[config.mk]
export PLATFORM = sky130hd
export DESIGN_NAME = point_issuer
export DESIGN_NICKNAME = d
export VERILOG_FILES = /design/src/rtl/frogger_pkg.sv /design/src/rtl/edge_rise.sv /design/src/rtl/point_issuer.sv
export SDC_FILE = /design/constraint.sdc
export NUM_CORES = 1
export LEC_CHECK = 0
export ABC_AREA = 1
export ABC_CLOCK_PERIOD_IN_PS = 2700
export CELL_PAD_IN_SITES_DETAIL_PLACEMENT = 2
export CELL_PAD_IN_SITES_GLOBAL_PLACEMENT = 2
export CORE_MARGIN = 2
export CORE_UTILIZATION = 28
export CTS_CLUSTER_DIAMETER = 50
export CTS_CLUSTER_SIZE = 20
export DETAILED_ROUTE_END_ITERATION = 7
export HOLD_SLACK_MARGIN = 0.12
export PLACE_DENSITY = 0.86
export REMOVE_ABC_BUFFERS = 1
export SLEW_MARGIN = 20
export SYNTH_ARGS = -nofsm -noshare
export SYNTH_HDL_FRONTEND = slang
export SYNTH_SLANG_ARGS = --single-unit
[constraint.sdc]
create_clock -name clk -period 2.7 [get_ports clk]
set_input_delay 0.675 -clock clk [delete_from_list [all_inputs] [get_ports clk]]
set_output_delay 0.675 -clock clk [all_outputs]
set_load 0.01 [all_outputs]
[src/rtl/frogger_pkg.sv]
//------------------------------------------------------------------------------
// frogger_pkg : shared types and constants for the frogger game blocks.
// Revision    : 1.0 - initial release
//------------------------------------------------------------------------------
`default_nettype none

package frogger_pkg;

    typedef enum logic [1:0] {
        IDLE  = 2'd0,
        ISSUE = 2'd1,
        GAP   = 2'd2
    } issuer_state_t;

    localparam int TENS_MAX = 9;

endpackage

`default_nettype wire

[src/rtl/edge_rise.sv]
//------------------------------------------------------------------------------
// edge_rise : registers a level input and flags its rising edge.
// Revision  : 1.0 - initial release
//------------------------------------------------------------------------------
`default_nettype none

module edge_rise (
    input  logic clk_i,
    input  logic rst_ni,
    input  logic clear_i,
    input  logic d_i,
    output logic rise_o
);

    logic d_q;

    always_ff @(posedge clk_i or negedge rst_ni) begin
        if (!rst_ni) begin
            d_q <= 1'b0;
        end else if (clear_i) begin
            d_q <= 1'b0;
        end else begin
            d_q <= d_i;
        end
    end

    assign rise_o = d_i & ~d_q;

endmodule

`default_nettype wire

[src/rtl/point_issuer.sv]
//------------------------------------------------------------------------------
// point_issuer : converts goal/bonus events into spaced scoreboard point pulses
//                and keeps a saturating binary tens count from overflow pulses.
// Revision     : 1.0 - initial release
//------------------------------------------------------------------------------
`default_nettype none

module point_issuer #(
    parameter int PTS_PER_GOAL = 1,
    parameter int BONUS_PTS    = 3,
    parameter int MAX_PENDING  = 15,
    parameter int GAP          = 2,
    parameter int CNT_W        = 4
) (
    input  logic             clk,
    input  logic             reset,
    input  logic             clear,
    input  logic             goal,
    input  logic             bonus,
    input  logic             overflow,
    output logic             point,
    output logic             busy,
    output logic [CNT_W-1:0] pending,
    output logic [3:0]       tens,
    output logic             maxed,
    output logic             dropped
);

    import frogger_pkg::*;

    localparam int SW = CNT_W + 2;
    localparam int GW = (GAP > 1) ? $clog2(GAP) : 1;
    localparam logic [GW-1:0] GAP_LOAD = GW'((GAP > 0) ? (GAP - 1) : 0);
    localparam logic [SW-1:0] MAX_S    = SW'(MAX_PENDING);
    localparam logic [SW-1:0] GOAL_S   = SW'(PTS_PER_GOAL);
    localparam logic [SW-1:0] BONUS_S  = SW'(BONUS_PTS);
    localparam logic [3:0]    TENS_TOP = 4'(TENS_MAX);

    issuer_state_t    state_q, state_d;
    logic [CNT_W-1:0] pending_q, pending_d;
    logic [GW-1:0]    gap_cnt_q, gap_cnt_d;
    logic [3:0]       tens_q, tens_d;
    logic             dropped_q, dropped_d;
    logic             goal_rise;
    logic [SW-1:0]    add;
    logic [SW-1:0]    sum;

    edge_rise u_goal_rise (
        .clk_i   (clk),
        .rst_ni  (reset),
        .clear_i (clear),
        .d_i     (goal),
        .rise_o  (goal_rise)
    );

    // Wide sum so the saturation compare sees the true total before clipping.
    always_comb begin
        add       = (goal_rise ? GOAL_S : '0) + (bonus ? BONUS_S : '0);
        sum       = {2'b00, pending_q} + add
                    - ((state_q == frogger_pkg::ISSUE) ? SW'(1) : SW'(0));
        dropped_d = (sum > MAX_S);
        pending_d = dropped_d ? CNT_W'(MAX_PENDING) : sum[CNT_W-1:0];
    end

    always_comb begin
        state_d   = state_q;
        gap_cnt_d = gap_cnt_q;
        case (state_q)
            frogger_pkg::IDLE: begin
                if (pending_q != '0) state_d = frogger_pkg::ISSUE;
            end
            frogger_pkg::ISSUE: begin
                if (GAP == 0) begin
                    state_d = (sum != '0) ? frogger_pkg::ISSUE : frogger_pkg::IDLE;
                end else begin
                    state_d   = frogger_pkg::GAP;
                    gap_cnt_d = GAP_LOAD;
                end
            end
            frogger_pkg::GAP: begin
                if (gap_cnt_q == '0) begin
                    state_d = (pending_q != '0) ? frogger_pkg::ISSUE : frogger_pkg::IDLE;
                end else begin
                    gap_cnt_d = gap_cnt_q - GW'(1);
                end
            end
            default: begin
                state_d   = frogger_pkg::IDLE;
                gap_cnt_d = '0;
            end
        endcase
    end

    always_comb begin
        tens_d = tens_q;
        if (overflow && (tens_q != TENS_TOP)) tens_d = tens_q + 4'd1;
    end

    always_ff @(posedge clk or negedge reset) begin
        if (!reset) begin
            state_q   <= frogger_pkg::IDLE;
            pending_q <= '0;
            gap_cnt_q <= '0;
            tens_q    <= '0;
            dropped_q <= 1'b0;
        end else if (clear) begin
            state_q   <= frogger_pkg::IDLE;
            pending_q <= '0;
            gap_cnt_q <= '0;
            tens_q    <= '0;
            dropped_q <= 1'b0;
        end else begin
            state_q   <= state_d;
            pending_q <= pending_d;
            gap_cnt_q <= gap_cnt_d;
            tens_q    <= tens_d;
            dropped_q <= dropped_d;
        end
    end

    assign point   = (state_q == frogger_pkg::ISSUE);
    assign busy    = (state_q != frogger_pkg::IDLE) || (pending_q != '0);
    assign pending = pending_q;
    assign tens    = tens_q;
    assign maxed   = (tens_q == TENS_TOP);
    assign dropped = dropped_q;

endmodule

`default_nettype wire

==> results.txt <==
starting density of the core: 0.294
Avg Cell Area, Syn: 8.10 µm²
Max H-tree Level: 1
top cells by area, synth: dfrtp_1 40%, ha_1 14%, inv_1 11%
cells after synthesis: 100
hold crit path type: reg -> reg
total core area: 2760 µm²
first-pass GRT wire length: 3810 µm
Final setup viols: 0
pwr/cell area: 991 nW/µm²
Cell Area, Synth: 810 µm²
DRT iter0 DRCs: 9
count leader, synth: inv_1
Worst Tran Pin Value: 0.572 ns
Setup Buffers After CTS: 0
routed wire length: 2150 µm
Fin Clk Skew: 0.000682 ns
Commonest cells post-synth: 24 x inv_1, 22 x nand2_1, 13 x dfrtp_1
Top Layer Used: met4
Leakage: 0.555 nW
CTS tree: built
largest net degree at the start of global routing: 14
Critical Path AT: 1.79 ns
status: finished, final reports clean
f_max: 405 MHz
met3 routed WL: 54 µm
global-route usage over all layers: 0.150
Final Hold Viols: 0
Synth async-reset ratio: 1.00
Tot Pwr: 1.04 mW
Primary FF master, synth: dfrtp_1
layout cell share with drive strength beyond 1: 0.0656
Antenna Nets Post-Route: 0
drt wl/cell: 14.0 µm
die width: 57.8 µm
initial antenna violation count: 0
DRC errors left: 0
dpl cell area: 1030 µm²
Max Cap Violations: 0
Met1 Wirelength: 869 µm
first drt pass iteration count: 3
sequential element share of the synthesized area: 0.402
RePlAce Congestion: 0.832
number of flops mapped to enable cells by yosys: 0
# IOs: 18
vias in the first global route: 859
#FFs+latches synth: 13
Layout Nets: 140
Crit. End Element: output port
clk_lat worst skew: 0.27 ns
DR vias/cell: 4.69
cell taking the most area after synthesis: dfrtp_1
CTS Buffer Depth: 2
area share of the largest cell type after synthesis: 0.402
worst vdd ir: 0.000552 V
pre-CTS setup slack: -0.000388 ns
Overflow after GRT: 0
via count: 717
die area: 3340 µm²
CTS Hold Buffers Added: 0
YS warnings: 0
port bufs: 17
post-synth cell types: 17
Die Y: 57.8 µm
post_cts resized: 0
WL met2: 1170 µm
RSZ-0062 raised after global routing: no
critical-path maximum fanout: 4
Num CTS Buffers: 3
worst endpoint required time: 2.03 ns
Crit Path Class: reg -> out
Final Critical Period: 2.47 ns
row cnt: 19
startpoint types: register
max_slew headroom: 0.618
max-slew violations: 0
Final period util: 0.914
Inserted Diodes: 0
cell area after layout: 1050 µm²
area grow syn2layout: 30.0%
clk sink count: 13
final worst slack: 0.231 ns
dpl hpwl: 1750 µm
root buf cell: clkbuf_4
Clk pin slew, worst setup/hold paths: 0.08 ns
-- layer usage --
metal / global-route usage / vias to the layer above
met4: 0.0731 / 0
li1: - / 348
met5: 0 / -
met2: 0.269 / 16
met3: 0.0179 / 6
met1: 0.176 / 347
-- through the flow --
step,util,hold WS (ns),TNS [ns],instances
global route,0.382,0.493,0,153
detailed placement,0.372,0.461,-0.000388,149
finish,0.382,0.465,0,153
CTS,0.382,0.470,0,153
floorplan,-,0.379,0,100
global placement,0.372,0.441,0,149
-- power by group --
group	internal [mW]	leakage (nW)	total (mW)	switching (mW)
Clock	0.0571	0.0150	0.118	0.0609
Sequential	0.251	0.167	0.294	0.0430
Combinational	0.264	0.373	0.632	0.368
-- critical path: stages (launching register included) --
cell and delay (ns):
dfrtp_1 0.41, inv_1 0.13, ha_1 0.19, nand2_1 0.06, nor2_1 0.16, nand3_1 0.09
clkdlybuf4s50_1 0.48
-- placed cells by master, fill, tap and decap left out --
cell | netlist | layout
inv_1 | 24 | 24
nand4_1 | 1 | 1
clkbuf_4 | 0 | 3
a21oi_1 | 3 | 3
o21ai_0 | 3 | 3
dfrtp_1 | 13 | 13
o31ai_1 | 1 | 1
clkbuf_1 | 0 | 1
nand2_2 | 1 | 1
a21oi_2 | 1 | 1
or2_2 | 1 | 1
nor2_1 | 7 | 7
xor2_1 | 1 | 1
buf_4 | 0 | 1
clkdlybuf4s50_1 | 0 | 17
fa_1 | 2 | 2
nand2_1 | 22 | 22
nand3_1 | 8 | 8
a211oi_1 | 2 | 2
ha_1 | 9 | 9
inv_2 | 1 | 1
-- worst paths after layout --
check                           slack (ns)                     end                    from  cells past startpoint
worst min register to register        0.47  state_q[0]$_DFFE_PN0P_   gap_cnt_q$_DFFE_PN0P_                      1
worst min-delay path                  0.47  state_q[0]$_DFFE_PN0P_   gap_cnt_q$_DFFE_PN0P_                      1
min in group asynchronous             0.77  state_q[1]$_DFFE_PN0P_                   reset                      1
worst max-delay path                  0.23                    busy    pending[3]$_DFF_PN0_                      6
worst max register to register        0.29    pending[1]$_DFF_PN0_  state_q[1]$_DFFE_PN0P_                     14
max in group asynchronous             1.56       dropped$_DFF_PN0_                   reset                      1
-- final cells by class --
type	instances	area, µm²
tap	31	38.8
sequential	13	325
fill	332	1710
multi-input combinational	62	390
timing repair buffer	18	178
clock buffer	4	26.3
inverter	25	93.8
-- sequential cells by signal, summed over array words and instances, names as in the netlist --
signal	flops
tens	4
dropped	1
pending	4
gap_cnt_q	1
state_q	2
u_goal_rise.d_q	1
-- kinds of logic after synthesis --
| group | synth area share |
|---|---|
| AO/OA/AOI/OAI | 0.0757 |
| adder cells (fa/ha/maj) | 0.189 |
| XOR/XNOR | 0.0108 |
| AND/OR/NAND/NOR | 0.207 |
| buffers and inverters | 0.116 |
| flip-flops | 0.402 |
(Power assumes the default switching activity.)
